File: src/rtl/mem_port_arbiter.sv
// Arbiter for the shared memory port between instruction fetch and data access.
// One access is in flight at a time. Ties alternate between IF and D, and a stuck access is aborted after TIMEOUT cycles.
module mem_port_arbiter #(
    parameter int DATA_WIDTH = 32,
    parameter int ADDR_WIDTH = 32,
    parameter int TIMEOUT    = 255
) (
    input  logic                  clk,
    input  logic                  rst,
    input  logic                  if_req,
    input  logic [ADDR_WIDTH-1:0] if_addr,
    output logic                  if_ready,
    output logic [DATA_WIDTH-1:0] if_rdata,
    input  logic                  d_req,
    input  logic                  d_we,
    input  logic [ADDR_WIDTH-1:0] d_addr,
    input  logic [DATA_WIDTH-1:0] d_wdata,
    output logic                  d_ready,
    output logic [DATA_WIDTH-1:0] d_rdata,
    output logic                  mem_req,
    output logic                  mem_we,
    output logic [ADDR_WIDTH-1:0] mem_addr,
    output logic [DATA_WIDTH-1:0] mem_wdata,
    input  logic                  mem_ack,
    input  logic [DATA_WIDTH-1:0] mem_rdata,
    output logic [1:0]            addr_sel,
    output logic                  err_timeout
);

    localparam int CNT_W = (TIMEOUT < 1) ? 1 : $clog2(TIMEOUT + 1);
    localparam logic [CNT_W-1:0] CNT_LAST = CNT_W'(TIMEOUT - 1);

    localparam logic [1:0] SEL_IF   = 2'b00;
    localparam logic [1:0] SEL_D    = 2'b01;
    localparam logic [1:0] SEL_IDLE = 2'b11;

    typedef enum logic [1:0] {
        IDLE,
        GNT_IF,
        GNT_D,
        RESP
    } state_t;

    state_t           state;
    logic [CNT_W-1:0] wait_cnt;
    logic             last_d;
    logic             pick_d;
    logic             access_done;

    // D wins only if IF is not asking, or if IF was served last.
    always_comb begin
        pick_d      = d_req && (!if_req || !last_d);
        access_done = mem_ack || (wait_cnt == CNT_LAST);
    end

    always_ff @(posedge clk or posedge rst) begin
        if (rst) begin
            state       <= IDLE;
            wait_cnt    <= '0;
            last_d      <= 1'b1;
            if_ready    <= 1'b0;
            if_rdata    <= '0;
            d_ready     <= 1'b0;
            d_rdata     <= '0;
            mem_req     <= 1'b0;
            mem_we      <= 1'b0;
            mem_addr    <= '0;
            mem_wdata   <= '0;
            addr_sel    <= SEL_IDLE;
            err_timeout <= 1'b0;
        end else begin
            if_ready    <= 1'b0;
            d_ready     <= 1'b0;
            err_timeout <= 1'b0;
            case (state)
                IDLE: begin
                    if (if_req || d_req) begin
                        mem_req <= 1'b1;
                        last_d  <= pick_d;
                        if (pick_d) begin
                            state     <= GNT_D;
                            addr_sel  <= SEL_D;
                            mem_addr  <= d_addr;
                            mem_we    <= d_we;
                            mem_wdata <= d_wdata;
                        end else begin
                            state     <= GNT_IF;
                            addr_sel  <= SEL_IF;
                            mem_addr  <= if_addr;
                            mem_we    <= 1'b0;
                            mem_wdata <= '0;
                        end
                    end
                end
                GNT_IF, GNT_D: begin
                    // An ack that arrives in the last allowed cycle still counts as success.
                    if (access_done) begin
                        state       <= RESP;
                        mem_req     <= 1'b0;
                        mem_we      <= 1'b0;
                        addr_sel    <= SEL_IDLE;
                        err_timeout <= !mem_ack;
                        if (state == GNT_D) begin
                            d_ready <= 1'b1;
                            d_rdata <= (mem_ack && !mem_we) ? mem_rdata : '0;
                        end else begin
                            if_ready <= 1'b1;
                            if_rdata <= mem_ack ? mem_rdata : '0;
                        end
                    end else begin
                        wait_cnt <= wait_cnt + 1'b1;
                    end
                end
                RESP: begin
                    state    <= IDLE;
                    wait_cnt <= '0;
                end
                default: begin
                    state <= IDLE;
                end
            endcase
        end
    end

    a_ready_exclusive: assert property (@(posedge clk) disable iff (rst) !(if_ready && d_ready));
    a_no_req_when_idle: assert property (@(posedge clk) disable iff (rst)
        ((state == IDLE) || (state == RESP)) |-> !mem_req);

endmodule

File: config.mk
export PLATFORM = sky130hd
export DESIGN_NAME = mem_port_arbiter
export DESIGN_NICKNAME = d
export VERILOG_FILES = /design/src/rtl/mem_port_arbiter.sv
export SDC_FILE = /design/constraint.sdc
export NUM_CORES = 1
export LEC_CHECK = 0
export ABC_CLOCK_PERIOD_IN_PS = 5600
export BUFFER_PORTS_ARGS = -buffer_cell sky130_fd_sc_hd__buf_4
export CAP_MARGIN = 0
export CORE_MARGIN = 8
export CORE_UTILIZATION = 40
export CTS_BUF_LIST = sky130_fd_sc_hd__clkbuf_4 sky130_fd_sc_hd__clkbuf_8
export DETAILED_ROUTE_END_ITERATION = 7
export GPL_ROUTABILITY_DRIVEN = 0
export HOLD_SLACK_MARGIN = 0.02
export PLACE_DENSITY = 0.72
export SKIP_CTS_REPAIR_TIMING = 1
export SYNTH_ARGS = -nofsm -noshare
export SYNTH_HDL_FRONTEND = slang
export SYNTH_SLANG_ARGS = --single-unit
File: constraint.sdc
create_clock -name clk -period 5.6 [get_ports clk]
set_input_delay 0.56 -clock clk [delete_from_list [all_inputs] [get_ports clk]]
set_output_delay 0.56 -clock clk [all_outputs]
set_load 0.01 [all_outputs]
; ---- After elaboration in Yosys (flattened, before gate mapping)
; Index checks and enable logic that the tools add are counted.
[op_classes]
add_sub_neg = 1
n_shift = 0
reduce_logical = 19
muxes = 27
n_bitwise = 1
eq_ne = 7
magnitude_cmp = 0
div_mod_pow = 0
n_mul = 0
[op_table]
columns = cell, count
row1 = two-way mux 32 bit, 4
row2 = one-hot mux 8 bit (2 select lines), 1
row3 = two-way mux 1 bit, 13
row4 = AND reduction 3 bit, 3
row5 = adder 8 x 1 -> 8 bit (second input constant), 1
row6 = == test 8 bit (second input constant), 1
row7 = two-way mux 2 bit, 4
row8 = two-way mux 8 bit, 1
row9 = != test 2 bit (second input constant), 3
row10 = one-hot mux 2 bit (3 select lines), 1
row11 = AND reduction 2 bit, 3
row12 = == test 2 bit (second input constant), 2
row13 = logical NOT 1 bit, 4
row14 = one-hot mux 1 bit (2 select lines), 2
row15 = one-hot mux 2 bit (2 select lines), 1
row16 = nonzero test 2 bit, 2
row17 = logical OR 1 bit, 3
row18 = == test 2 x 1 -> 1 bit (second input constant), 1
row19 = logical AND 1 bit, 2
row20 = logical NOT 2 bit, 1
row21 = OR reduction 2 bit, 1
row22 = inverter 1 bit, 1
[totals]
ff_bits = 146
latch_bits = 0
memories = 0
inputBits = 134
mem_bits_ro = 0
ramBits = 0
elab_cells = 68

; ---- Logic depth before layout (Yosys ltp)
[depth]
depth_word = 6
depth_mapped = 8
ltp_nobuf = 6

; ---- Worst setup path after synthesis
; No wires, ideal clock.
[synth_timing]
kind = register to register
startpoint = register state[0]
endpoint = register state[0]
setup_slack_ns = 3.821
path_stages_with_launch = 7
period_less_slack_ns = 1.779
setup_time_ns = 0.125
t_arrival_ns = 1.654
cell_sequence = dfrtp_1 -> inv_1 -> ha_1 -> nor2b_1 -> a21boi_2 -> a21oi_2 -> mux2_2
[synth_via]
elab_chain_len = 4
[synth_lines]
columns = item, line_no
row1 = "start, declared", 44  ; state_t state;
row2 = "start signal, assigned", 58  ; state <= IDLE;
row3 = "start signal, assigned", 81  ; state <= GNT_D;
row4 = "start signal, assigned", 87  ; state <= GNT_IF;
row5 = == test 2 bit / == test 2 x 1 -> 1 bit (equally long branches), 75  ; case (state)
row6 = OR reduction 2 bit, 75
row7 = != test 2 bit (no line), --
row8 = AND reduction 2 bit (no line), --
; Parallel ways exist; a longest one is shown, timed or not.
; A chain may end at the register's enable or synchronous reset.

; ---- Worst setup path after layout
[layout_timing]
startpoint = register state[0]
endpoint = register d_rdata[23]
[layout_via]
elab_chain_len = 3
[layout_lines]
columns = item, line_no
row1 = == test 2 bit / == test 2 x 1 -> 1 bit (equally long branches), "75, 103"
row2 = OR reduction 2 bit, 75
row3 = AND reduction 3 bit (no line) (*), --
row4 = "end signal, assigned", 105  ; d_rdata <= (mem_ack && !mem_we) ? mem_rdata : '0;
row5 = "end, declared", 19  ; output logic [DATA_WIDTH-1:0] d_rdata,
; Mark *: on every way between the ends. The rest lies on a longest branch, timed or not.

==> metrics.yaml <==
ys_warn_count: 0
area_growth_pct: 44.2
floorplan.initialDensity_pct: 40.7
routed-wl-met3_um: 2340
postSynthCellCount: 457
ff_latch_area_um2: 3660
setup_tns_ps: 0
cts_buffer_depth: 2
pwr-share-comb_pct: 43.5
antenna_found_initial: 0
net-switching-power_mw: 1.72
clk_latency_ps: 420
port_buffers: 268
ir_drop_mv: 0.293
worstPathCellList: "inv_1, ha_1, nand4_1, o21ai_4, nand2_2, a22o_1"
drcViolationCount: 0
r2r_end: "d_rdata[23]$_DFFE_PP0P_"
grt_pass1_wl_um: 26900
cts_root_buf: "clkbuf_8"
fin_crit_sh_pct: 43.6
rows: 44
drv_cap: 0
hpwlAfterDp_um: 13000
r2r_cells: 6
p_int_mw: 3.13
path_clk_slew_ps: 80
vias: 4781
die_area_um2: 18800
synthSimpleGateAreaFrac_pct: 4.74
fin_skew_ps: 8.98
clock.fmax_mhz: 410
status: "finished clean"
synth_ff_type: "dfrtp_1"
drt-total-wl_um: 17500
cts_buffers: 17
gr-usage-all-layers_pct: 18.3
place_inst: 881
synthMuxAreaShare_pct: 6.00
cp.required_ps: 5900
synth-async-reset-ratio_pct: 100
avgSynthCellArea_um2: 12.8
rsz0062_at_grt: "no"
cp_num_cells: 6
r2r-start: "state[0]$_DFFE_PP0P_"
endpoint: "d_rdata[23]$_DFFE_PP0P_"
final-setup-viol-count: 0
r2r_slack_ps: 3160
clkPwrFrac_pct: 18.8
synth_top_family_by_area: "compound AO/OA/AOI/OAI gates"
sequentialPowerShare_pct: 37.7
synthXorXnorAreaFrac_pct: 0
synth_nets: 597
critical_path_class: "flop to flop"
dr.first_iter.drc_count: 175
wl_met2_um: 7910
slowest_delay_ps: 510
cts_tree: "done"
routedWlPerCell_um: 19.2
whs_ps: 247
synth-edff-count: 0
power_mw: 4.85
final_nets: 856
crit_start: "state[0]$_DFFE_PP0P_"
dieHeight_um: 137
worstSetupStartpointType: "flop"
period_minus_slack_ps: 2440
multi_input_area_um2: 2010
slowest_stage: "ha_1"
met1_length_um: 7090
drt-pass1-iter-count: 4
htreeDepth: 4
grt_pass1_vias: 4987
diodes: 0
final_cells: 913
synth-compound-area-share_pct: 21.8
hold_violations: 0
ys_seq_area_share_pct: 62.4
critPathTopFamily: "compound AO/OA/AOI/OAI gates"
drtAntennaViolNets: 0
drive_above_1_share_pct: 44.3
core_area_um2: 14400
maxUsedRoutingLayer: "met4"
min_path_type: "primary input to async pin"
cp_num_buf_inv: 1
relSlewSlack_pct: 16.4
crit_path_max_fanout: 33
switching_share_pct: 35.4
dieWidth_um: 137
powerDensity_nw_per_um2: 573
endpoint_kind: "flop"
nFillCells: 1192
vias_per_cell: 5.24
cp.arrival_ps: 2740
io_pins: 269
grt-ovfl-total: 0
cts.sinks: 146
grt_max_degree: 93
ys_types: 46
report.final.slew_viol_count: 0
p_leak_nw: 4.31
ys_ff_latch: 146
synthAdderAreaFrac_pct: 1.28
syn-cell-area_um2: 5860
tightest_slew_ps: 1250
Yosys cell counts (3+ instances only):
cell type  instances  area share, %
dfrtp_1          143             61
a22o_1            97             14
nand2_1           35            2.2
o21ai_0           35            3.0
mux2i_1           34            5.8
clkbuf_1          15           0.96
buf_2             14            1.2
inv_1             12           0.77
ha_1               6            1.3
nor2_1             6           0.38
a21oi_1            4           0.34
buf_6              4           0.77
dfstp_2            3            1.3
nor3_1             3           0.26
o31a_1             3           0.45
sequential cells by signal, indices dropped and copies added (netlist names), 2 cells and up:
| register | count |
|---|---|
| state | 2 |
| d_rdata | 32 |
| mem_addr | 32 |
| if_rdata | 32 |
| mem_wdata | 32 |
| addr_sel | 2 |
| wait_cnt | 8 |
how the worst min path moves through the flow:
stage	to
finish	mem_addr[2]$_DFFE_PP0P_
global route	mem_addr[9]$_DFFE_PP0P_
floorplan	last_d$_DFFE_PP1P_
CTS	mem_addr[2]$_DFFE_PP0P_
detailed placement	mem_addr[10]$_DFFE_PP0P_
global placement	mem_addr[18]$_DFFE_PP0P_
cell type report:
class	count	area share (%)
flip-flops and latches	146	43.2
repair buffers	274	24.3
multi-input cells	265	23.8
clock buffers	21	3.20
well taps	184	2.72
clock inverters	11	2.12
inverters	12	0.592
metrics by stage:
stage	worst slack, ps	utilization [%]	area, um2
final	3160	58.6	8460
after global placement	3310	55.5	8010
after detailed placement	3170	55.5	8010
after CTS	3160	58.6	8460
after floorplan	1120	-	5860
after global routing	3030	58.6	8460
power by group through the flow:
stage	registers [mW]	logic, mW	clock network, mW
5_1_grt	1.89	2.30	0.985
3_3_place_gp	1.82	2.08	0
2_1_floorplan	1.99	0.934	0
6_report	1.83	2.11	0.912
3_5_place_dp	1.83	2.15	0
4_1_cts	1.83	2.15	0.933
layout by cell type, fill, tap and decap left out, types with 2 or more instances in the layout:
cell type and n:
a21oi_1 4, a22o_1 97, a31o_2 2, a31oi_1 2, a41o_1 2, and2_1 2
and3_1 2, buf_4 274, bufinv_16 4, clkbuf_4 3, clkbuf_8 18, clkinv_4 3
clkinvlp_4 2, dfrtp_1 143, dfstp_2 3, ha_1 6, inv_1 11, inv_6 3
mux2i_1 34, nand2_1 35, nand3_1 2, nand4_1 2, nor2_1 5, nor2b_1 2
nor3_1 3, o211ai_1 2, o21a_1 2, o21ai_0 35, o21ai_4 2, o22ai_1 2
o31a_1 3, o31ai_1 2
metal layers:
metal / track usage, % / vias to the layer above
met1: 22.6 / 2320
met5: 0 / -
met3: 9.32 / 20
met2: 27.5 / 234
met4: 5.55 / 0
li1: - / 2207
logic make-up after synthesis:
logic type / count (synthesis)
AOI/OAI and AO/OA: 164
DFF: 146
and+or+nand+nor: 60
buffers and inverters: 46
muxes: 35
adders and majority gates: 6
No activity file was read; power rests on OpenSTA's default activity.
